<file path="config.mk">
export PLATFORM = sky130hd
export DESIGN_NAME = training_scheduler
export DESIGN_NICKNAME = d
export VERILOG_FILES = /design/src/rtl/training_scheduler.sv
export SDC_FILE = /design/constraint.sdc
export NUM_CORES = 1
export LEC_CHECK = 0
export ABC_AREA = 1
export CAP_MARGIN = 20
export CORE_MARGIN = 8
export CORE_UTILIZATION = 57
export DETAILED_ROUTE_END_ITERATION = 16
export HOLD_SLACK_MARGIN = 0.08
export PLACE_DENSITY = 0.8
export SLEW_MARGIN = 15
export SYNTH_ARGS = -nofsm -noshare
export SYNTH_HDL_FRONTEND = slang
export SYNTH_SLANG_ARGS = --single-unit
</file>
<file path="constraint.sdc">
create_clock -name clk_i -period 2.1 [get_ports clk_i]
set_input_delay 0.42 -clock clk_i [delete_from_list [all_inputs] [get_ports clk_i]]
set_output_delay 0.42 -clock clk_i [all_outputs]
set_load 0.02 [all_outputs]
</file>
<file path="src/rtl/training_scheduler.sv">
// training_scheduler: streams a sample table to the perceptron trainer epoch by epoch until convergence, budget or abort
module training_scheduler #(
    parameter int SIGN = 1,
    parameter int Q_M = 15,
    parameter int Q_N = 16,
    parameter int N_SAMPLES = 4,
    parameter int MAX_EPOCHS = 1000,
    parameter logic [SIGN+Q_M+Q_N-1:0] TOLERANCE = 32'h0000_1000,
    localparam int W = SIGN + Q_M + Q_N,
    localparam int AW = (N_SAMPLES > 1) ? $clog2(N_SAMPLES) : 1
) (
    input  logic          clk_i,
    input  logic          reset_ni,
    input  logic          wr_en_i,
    input  logic [AW-1:0] wr_addr_i,
    input  logic [W-1:0]  wr_x1_i,
    input  logic [W-1:0]  wr_x2_i,
    input  logic [W-1:0]  wr_y_i,
    input  logic          start_i,
    input  logic          abort_i,
    input  logic [W-1:0]  error_i,
    output logic          train_valid_o,
    output logic [W-1:0]  train_x1_o,
    output logic [W-1:0]  train_x2_o,
    output logic [W-1:0]  train_y_o,
    output logic          busy_o,
    output logic          done_o,
    output logic          converged_o,
    output logic [15:0]   epoch_cnt_o
);
    typedef enum logic [1:0] {IDLE, RUN, DONE} state_t;

    localparam logic [W-1:0] MAG = {1'b0, {(W-1){1'b1}}};

    state_t state_q, state_d;
    logic [AW-1:0] idx_q, idx_d, idx_nx;
    logic [15:0] epoch_q, epoch_d, epoch_inc;
    logic clean_q, clean_d, conv_q, conv_d;
    logic clean_now, last, hit_max, wr_ok, wr_hit0;
    logic [W-1:0] x1_q, x1_d, x2_q, x2_d, y_q, y_d;
    logic [W-1:0] tbl_x1_q [N_SAMPLES];
    logic [W-1:0] tbl_x2_q [N_SAMPLES];
    logic [W-1:0] tbl_y_q  [N_SAMPLES];

    assign wr_ok     = (state_q == IDLE) && wr_en_i && (int'(wr_addr_i) < N_SAMPLES);
    assign wr_hit0   = wr_ok && (wr_addr_i == '0);
    assign clean_now = clean_q && ((error_i & MAG) <= (TOLERANCE & MAG));
    assign last      = int'(idx_q) == N_SAMPLES - 1;
    assign idx_nx    = idx_q + 1'b1;
    assign epoch_inc = (&epoch_q) ? epoch_q : epoch_q + 16'd1;
    assign hit_max   = (32'(epoch_q) + 32'd1) == $unsigned(MAX_EPOCHS);

    assign train_valid_o = state_q == RUN;
    assign busy_o        = state_q == RUN;
    assign done_o        = state_q == DONE;
    assign converged_o   = conv_q;
    assign epoch_cnt_o   = epoch_q;
    assign train_x1_o    = x1_q;
    assign train_x2_o    = x2_q;
    assign train_y_o     = y_q;

    // Sample table: host writes land only while idle
    always_ff @(posedge clk_i or negedge reset_ni) begin
        if (!reset_ni) begin
            for (int i = 0; i < N_SAMPLES; i++) begin
                tbl_x1_q[i] <= '0;
                tbl_x2_q[i] <= '0;
                tbl_y_q[i]  <= '0;
            end
        end else if (wr_ok) begin
            tbl_x1_q[wr_addr_i] <= wr_x1_i;
            tbl_x2_q[wr_addr_i] <= wr_x2_i;
            tbl_y_q[wr_addr_i]  <= wr_y_i;
        end
    end

    // Control and presented-sample registers
    always_ff @(posedge clk_i or negedge reset_ni) begin
        if (!reset_ni) begin
            state_q <= IDLE;
            idx_q   <= '0;
            epoch_q <= '0;
            clean_q <= 1'b1;
            conv_q  <= 1'b0;
            x1_q    <= '0;
            x2_q    <= '0;
            y_q     <= '0;
        end else begin
            state_q <= state_d;
            idx_q   <= idx_d;
            epoch_q <= epoch_d;
            clean_q <= clean_d;
            conv_q  <= conv_d;
            x1_q    <= x1_d;
            x2_q    <= x2_d;
            y_q     <= y_d;
        end
    end

    // Next state: start loads sample 0 (forwarding a same-cycle write), RUN advances or ends the epoch
    always_comb begin
        state_d = state_q;
        idx_d   = idx_q;
        epoch_d = epoch_q;
        clean_d = clean_q;
        conv_d  = conv_q;
        x1_d    = x1_q;
        x2_d    = x2_q;
        y_d     = y_q;
        if (state_q == IDLE) begin
            if (start_i) begin
                state_d = RUN;
                idx_d   = '0;
                epoch_d = '0;
                conv_d  = 1'b0;
                clean_d = 1'b1;
                x1_d    = wr_hit0 ? wr_x1_i : tbl_x1_q[0];
                x2_d    = wr_hit0 ? wr_x2_i : tbl_x2_q[0];
                y_d     = wr_hit0 ? wr_y_i  : tbl_y_q[0];
            end
        end else if (state_q == RUN) begin
            if (abort_i) begin
                state_d = DONE;
                conv_d  = 1'b0;
            end else if (last) begin
                epoch_d = epoch_inc;
                state_d = (clean_now || hit_max) ? DONE : RUN;
                conv_d  = clean_now;
                idx_d   = '0;
                clean_d = 1'b1;
                x1_d    = tbl_x1_q[0];
                x2_d    = tbl_x2_q[0];
                y_d     = tbl_y_q[0];
            end else begin
                idx_d   = idx_nx;
                clean_d = clean_now;
                x1_d    = tbl_x1_q[idx_nx];
                x2_d    = tbl_x2_q[idx_nx];
                y_d     = tbl_y_q[idx_nx];
            end
        end else begin
            state_d = IDLE;
        end
    end
endmodule

</file>
==> reports/qor.txt, run 1 <==
Cell Chain, Critical Path -> clkdlybuf4s50_1
Pwr Total -> 50.7 mW
Net count, final -> 3061
Clock Skews -> 0.0165 ns
Maximum vdd drop -> 1.16 mV
Die Area -> 47500 sq um
Via density -> 6.01
Pleak -> 13.4 nW
Status -> completed
Count of final setup violators -> 0
R2R Path End -> train_x2_o[6]$_DFFE_PN0P_
Max Slew Vio Count -> 0
Commonest cells in the netlist -> nand2_1 (634), o21ai_0 (520), dfrtp_1 (501)
Synth area leaders -> dfrtp_1 (54%), o21ai_0 (11%), nand2_1 (10%)
CTS Buf Count -> 52
Hold Vio Cnt, Final -> 0
Setup ws final -> 0.0273 ns
Worst R2R Start -> idx_q[0]$_DFFE_PN0P_
Syn Nets -> 2863
Largest net degree at the start of global routing -> 89
Starting Density -> 57.3%
CTS H-tree depth -> 2
Most numerous cell in the Yosys netlist -> nand2_1
Post-synthesis async set-or-reset flop share -> 100%
Final period utilization -> 98.7%
Sequential fraction of the synthesis area -> 54.1%
Worst-Skew Late Latency -> 0.59 ns
Worst setup SP type -> flip-flop
CP required -> 1.68 ns
# DRC -> 0
GRT overflow -> 0
Synthesized flop and latch total -> 502
Avg Synthesized Cell Area -> 8.52 sq um
CTS tree -> yes
Number of diodes -> 0
YS warnings -> 0
Vias in the first global route -> 21500
Min-delay worst type -> in -> async
RePlAce Congestion -> 0.869
Post-synthesis cell count -> 2726
Top cell type's share of synthesized area -> 54.0%
Pwr per Cell Area -> 1770 nW/um^2
1st-iter DRT viols -> 2609
Crit path time final -> 2.07 ns
CTS root buffer -> clkbuf_16
Setup crit end kind -> output pin
Worst Path Max Fanout -> 2
Yosys cell types -> 34
Final ANT Viol Nets -> 0
Clock Sinks -> 502
Slowest CP cell -> clkdlybuf4s50_1
Slowest Stage Delay on Critical Path -> 0.65 ns
Max frequency -> 0.482 GHz
Worst-margin pin slew -> 0.445 ns
Critical path type -> reg -> out
Routed WL -> 68.6 mm
Wire length of the first global-routing pass -> 109 mm
Number of iterations in the first detailed-routing pass -> 10
Critical path origin -> train_y_o[3]$_DFFE_PN0P_
Post-synth EDFFs -> 0
Crit path arrival time -> 1.65 ns
Ports -> 251
Worst reg2reg path depth -> 8
Core Rows -> 74
Post-Route Setup TNS -> 0 ns
Via Count -> 21000
Slew margin rel. -> 70.3%
Core Area -> 40600 sq um
Leading area contributor after synthesis -> dfrtp_1
Maximum root-to-sink buffer count -> 3
Ys flop type -> dfrtp_1
Die Wd -> 218 microns
Share of post-route cells with drive strength above 1 -> 9.92%
Synthesis-to-finish area growth -> 23.5%
Flop2flop setup slack -> 0.11 ns
Synthesized area -> 23200 sq um
Post-detail-place hpwl -> 41.4 mm
Initial antenna violation count -> 1
CP delay by family, top -> buffers and inverters
Port bufs -> 249
GR Util All Layers -> 27.9%
Average routed wire per standard cell -> 19.6 microns
Post-Place Worst Slack -> -0.0227 ns
CTS clk-pin slew, worst paths -> 0.06 ns
Die height -> 218 microns
Worst path bufs/invs -> 1
Maxcap violations -> 0
==> placed cells by master (no fill, tap or decap), types with 3 or more instances in the layout <==
master / instances
nand2_1: 633
o21ai_0: 520
dfrtp_1: 500
nor2_1: 250
clkdlybuf4s50_1: 221
inv_1: 120
o21ai_1: 104
o221ai_1: 86
o22ai_1: 60
nor3_1: 59
clkbuf_16: 58
buf_4: 52
a21oi_1: 45
o21ai_2: 44
buf_12: 44
clkbuf_8: 21
dlygate4sd2_1: 18
nor2_2: 16
nand3_1: 14
nor2_4: 12
clkbuf_1: 12
o221ai_2: 10
dlymetal6s2s_1: 8
nor4_1: 7
inv_2: 5
xor2_1: 5
clkinv_2: 5
nand3_4: 4
nand4_1: 4
inv_6: 4
nand2_2: 3
inv_4: 3
buf_16: 3
==> metrics by stage <==
| step | hold WS [ns] | std cells | instance area (sq um) | utilization (%) |
|---|---|---|---|---|
| CTS | 0.326 | 3489 | 28500 | 70.2 |
| floorplan | 0.124 | 2726 | 23200 | - |
| global placement | 0.361 | 3394 | 26700 | 66.0 |
| detailed placement | 0.367 | 3394 | 26700 | 66.0 |
| global route | 0.358 | 3496 | 28700 | 70.7 |
| finish | 0.343 | 3496 | 28700 | 70.7 |
==> what timing repair did <==
action | CTS | global route
gates cloned | 0 | 5
resized for setup | 20 | 22
hold endpoints to repair | 32 | 0
hold buffers | 1 | 0
pin swaps | 0 | 1
setup endpoints to repair | 19 | 24
setup buffers | 0 | 2
==> cell families (layout without fill, tap and decap cells) <==
group / count (synthesis) / count (layout) / share of synthesized area (%)
xor+xnor: 6 / 6 / 0.226
buf+inv: 342 / 580 / 6.58
flops: 502 / 502 / 54.1
compound gates: 871 / 871 / 21.6
simple gates: 1003 / 1003 / 17.4
fa+ha+maj: 2 / 2 / 0.108
==> worst max-delay path by stage <==
stage                                 to  slack [ns]  cells after the start
2_1_floorplan     state_q[0]$_DFFE_PN0P_        0.29                     14
3_3_place_gp   train_x2_o[3]$_DFFE_PN0P_       -0.04                     10
3_5_place_dp   train_x2_o[5]$_DFFE_PN0P_       -0.02                      8
4_1_cts                   epoch_cnt_o[7]      0.0008                      1
5_1_grt           state_q[0]$_DFFE_PN0P_       -0.03                     14
6_report                    train_y_o[3]        0.03                      1
==> power breakdown <==
part | switching (mW) | internal, mW | total, mW
clock network | 3.82 | 5.48 | 9.30
logic | 14.2 | 9.46 | 23.7
registers | 3.11 | 14.6 | 17.7
==> sequential cells by signal, summed over array words and instances, names as in the netlist <==
name	cells
tbl_x1_q	128
idx_q	2
tbl_y_q	128
train_y_o	32
clean_q	1
train_x2_o	32
epoch_cnt_o	16
state_q	2
tbl_x2_q	128
train_x1_o	32
converged_o	1
==> routing by layer <==
layer  track usage (%)  vias to the layer above  part of all wire (%)  wire length, microns
met4              10.7                        0                   3.0                  2070
met1              36.3                    10200                    41                 28100
met2              45.4                     1111                    47                 32000
met3              5.99                      154                   9.4                  6440
met5                 0                        -                     0                     0
li1                  -                     9590                     -                     -
==> area by class of cell <==
| class | count | area (sq um) |
|---|---|---|
| flip-flops and latches | 502 | 12600 |
| fillers | 3011 | 11900 |
| multi-input cells | 1882 | 9210 |
| repair buffers | 355 | 4000 |
| clock buffers | 86 | 1660 |
| well taps | 532 | 666 |
| inverters | 131 | 517 |
| clock inverters | 8 | 72.6 |
Note: power is estimated with default switching activity, not from simulation.
==> run 2, diff against run 1 <==
Settings changed: MAX_ROUTING_LAYER set to met4.
==> reports/qor.txt, run 2 (synthesis gave the netlist of run 1 again) <==
Die Wd -> 218 microns
Final ANT Viol Nets -> 0
Pwr per Cell Area -> 1770 nW/um^2
Final period utilization -> 99.4%
Starting Density -> 57.3%
Most common cell after layout, fill and taps aside -> nand2_1
CTS clk-pin slew, worst paths -> 0.06 ns
Average routed wire per standard cell -> 19.6 microns
Worst Path Max Fanout -> 2
Die height -> 218 microns
Setup crit end kind -> output pin
Max Slew Vio Count -> 0
Max frequency -> 0.479 GHz
Post-Place Cell Area -> 26700 sq um
GRT overflow -> 0
Crit path time final -> 2.09 ns
CTS tree -> yes
Number of iterations in the first detailed-routing pass -> 6
RePlAce Congestion -> 0.883
Slowest CP cell -> clkdlybuf4s50_1
Number of diodes -> 0
Synthesis-to-finish area growth -> 23.5%
Post-detail-place hpwl -> 41.4 mm
Worst path bufs/invs -> 1
Ports -> 251
Via density -> 6.00
Maximum vdd drop -> 1.16 mV
Pwr Total -> 50.7 mW
Worst-margin pin slew -> 0.445 ns
Hold Vio Cnt, Final -> 0
Wire length of the first global-routing pass -> 109 mm
Crit path arrival time -> 1.67 ns
CTS H-tree depth -> 2
Clock Sinks -> 502
Initial antenna violation count -> 1
Count of final setup violators -> 0
CP required -> 1.68 ns
# DRC -> 0
Critical path type -> reg -> out
Routed WL -> 68.5 mm
Worst setup SP type -> flip-flop
Slew margin rel. -> 70.4%
Commonest cells after routing, fill and taps aside -> nand2_1 (633), o21ai_0 (520), dfrtp_1 (500)
Core Area -> 40600 sq um
Pleak -> 13.4 nW
Slowest Stage Delay on Critical Path -> 0.64 ns
Maxcap violations -> 0
Share of post-route cells with drive strength above 1 -> 9.92%
Cell Chain, Critical Path -> clkdlybuf4s50_1
Min-delay worst type -> in -> async
Clock Skews -> 0.0185 ns
GR Util All Layers -> 28.7%
Die Area -> 47500 sq um
Post-Layout Inst Area -> 28700 sq um
Port bufs -> 249
Net count, final -> 3061
Largest regs -> tbl_x1_q (128), tbl_x2_q (128), tbl_y_q (128)
Status -> completed
Largest net degree at the start of global routing -> 89
CTS Buf Count -> 52
CTS root buffer -> clkbuf_16
Maximum root-to-sink buffer count -> 3
Core Rows -> 74
1st-iter DRT viols -> 2614
Via Count -> 21000
Vias in the first global route -> 21500
CP delay by family, top -> buffers and inverters
Worst-Skew Late Latency -> 0.60 ns
-- run 2: cell counts in the layout (fill, tap and decap cells not counted) --
No cell type changed its count.
-- run 2: metal layers --
layer / routed length [microns] / global-route usage [%] / vias up
met2: 32100 / 45.3 / 1121
met5: 0 / - / -
li1: - / - / 9579
met4: 1980 / 10.8 / 0
met3: 6710 / 5.53 / 152
met1: 27800 / 36.7 / 10100
-- run 2: layout make-up --
| class | instances | area [sq um] |
|---|---|---|
| Sequential cell | 502 | 12600 |
| Fill cell | 3011 | 11900 |
| Multi-Input combinational cell | 1882 | 9210 |
| Timing Repair Buffer | 355 | 4000 |
| Clock buffer | 86 | 1660 |
| Tap cell | 532 | 666 |
| Inverter | 131 | 517 |
| Clock inverter | 8 | 72.6 |
-- run 2: repair_timing --
| action | in CTS | in global routing |
|---|---|---|
| endpoints found under the setup margin | 19 | 24 |
| endpoints found under the hold margin | 32 | 0 |
| hold buffers | 1 | 0 |
| gates resized for setup | 20 | 22 |
| pin swaps | 0 | 1 |
| buffers inserted | 0 | 2 |
| cloned | 0 | 5 |
-- run 2: per-stage QoR --
step           setup slack, ns  cells  hold WS (ns)  TNS (ns)  util [%]
5_1_grt                -0.0289   3496         0.356   -0.0289      70.7
4_1_cts               0.000772   3489         0.326         0      70.2
6_report                0.0121   3496         0.338         0      70.7
2_1_floorplan            0.288   2726         0.124         0         -
3_3_place_gp           -0.0364   3394         0.361    -0.142      66.0
3_5_place_dp           -0.0227   3394         0.367    -0.100      66.0
-- run 2: power breakdown --
part,internal (mW),switching [mW]
Sequential,14.6,3.10
Clock,5.48,3.83
Combinational,9.46,14.2
Total,29.5,21.2
-- run 2: worst paths after layout --
| path | start | to | slack, ns | cells after the start |
|---|---|---|---|---|
| max | train_x1_o[30]$_DFFE_PN0P_ | train_x1_o[30] | 0.01 | 1 |
| min | reset_ni | epoch_cnt_o[2]$_DFFE_PN0P_ | 0.34 | 2 |
| max reg2reg | idx_q[0]$_DFFE_PN0P_ | train_x2_o[6]$_DFFE_PN0P_ | 0.11 | 8 |
| min reg2reg | train_x1_o[20]$_DFFE_PN0P_ | train_x1_o[20]$_DFFE_PN0P_ | 0.48 | 2 |
| max in group asynchronous | reset_ni | idx_q[0]$_DFFE_PN0P_ | 0.91 | 3 |
| min in group clk_i | wr_y_i[19] | tbl_y_q[115]$_DFFE_PN0P_ | 0.45 | 3 |
==> RTL change: new RTL, settings of run 1 <==
Encoding of `state_t`: now one-hot (3 bits for 3 states).
--- a/src/rtl/training_scheduler.sv
+++ b/src/rtl/training_scheduler.sv
@@ -29,5 +29,5 @@
     output logic [15:0]   epoch_cnt_o
 );
-    typedef enum logic [1:0] {IDLE, RUN, DONE} state_t;
+    typedef enum logic [2:0] {IDLE = 3'b001, RUN = 3'b010, DONE = 3'b100} state_t;
 
     localparam logic [W-1:0] MAG = {1'b0, {(W-1){1'b1}}};
Function: same outputs for any inputs over 4 cycles, from zero or initial values and one cycle with reset_ni low; so few cycles prove little.
==> RTL change against run 1 <==
  * Final area decreased by 1.2%
  * Area after synthesis is 0.69% lower
  * Worst setup slack got worse by 3.0 ps
  * Non-clock buffer count fell by 21
  * Sequential cell count is 1 higher
  * Wire length fell by 0.87%
  * Total power shrank 3.2%
  * Critical path type unchanged
==> RTL change: results (changes against run 1) <==
* Status: finished clean
* CP max stage delay at 720 ps (+70 ps)
* Worst Tran Pin Value at 600 ps (+154 ps)
* Final nets at 3,108 (+1.5%)
* Post-Synth XOR/XNOR Area at 0.0759% (-0.15 points)
* Wire length of the first global-routing pass at 111,000 um (+1.3%)
* Crit path from: train_x1_o[2]$_DFFE_PN0P_
* 1st-pass router iterations at 8 (-2)
* Worst r2r path cells at 9 (+1)
* Resized cells post-CTS at 17 (-15%)
* Mapped Cells at 2,794 (+2.5%)
* Hold slack at 396 ps (+52.8 ps)
* Vias in the first global route at 21,416 (-0.16%)
* Inst Count DP at 3,441 (+1.4%)
* FF-to-FF setup slack at 90 ps (-20 ps)
* Setup WS post-layout at 24.3 ps (-3.04 ps)
* Post-DP HPWL at 41,900 um (+1.2%)
* Synth area leaders: dfrtp_1 (54%), o21ai_0 (11%), nand2_1 (10%), nor2_1 (4.8%), o21ai_1 (4.6%)
* Gr usage total at 28.4% (+0.56 points)
* Routability Congestion at 0.877 (+0.91%)
* Worst slack, placed at 6.70 ps (+29.4 ps)
* Share of layout cells above drive strength 1 at 7.58% (-2.3 points)
* Sw Ratio at 41.6% (-0.15 points)
* DP Area at 26,500 sq um (-0.93%)
* DR iter-0 viols at 2,751 (+5.4%)
* Synthesized-area fraction occupied by adder cells at 0.108% (+0.00075 points)
* Crit path to: train_x1_o[2]
* Clk_lat worst skew at 590 ps (about the same)
* Initial antenna violation count at 0 (-1)
* Worst Clk Skew at 9.99 ps (-6.51 ps)
* Synth top cells by count: nand2_1 (627), dfrtp_1 (501), o21ai_0 (486), nor2_1 (294), o21ai_1 (210)
* Leakage Power at 13.2 nW (-1.6%)
* Seq/Total Area, Yosys at 54.6% (+0.49 points)
RTL change: cell types whose count changed after synthesis, sizes merged, moves of 4 or more:
cell,before,now
a21oi,45,2
buf,94,86
clkbuf,117,125
nand2,637,631
nor2,278,300
nor3,59,138
o21ai,668,718
o221ai,96,28
o22ai,60,71
o31ai,1,29
xor2,6,2
RTL change: power groups by stage:
stage                     logic [mW]  registers (mW)  clock network, mW
after floorplan                 13.0            17.9                  0
after CTS                       21.7            17.4               9.86
after detailed placement        21.5            17.5                  0
final                           21.8            17.5               9.74
after global placement          20.8            17.2                  0
after global routing            24.2            18.0               10.3
RTL change: final cells by class:
cell class,instances,area (sq um)
sequential,503,12600
fill,2952,11500
multi-input combinational,1951,9150
timing repair buffer,334,3640
clock buffer,75,1570
tap,525,657
inverter,129,495
clock inverter,17,251
RTL change: routing by layer:
metal	wire, um	global-route usage (%)
met5	0	0
met4	2110	11.5
met3	6420	4.73
met2	32100	46.8
met1	27400	37.3
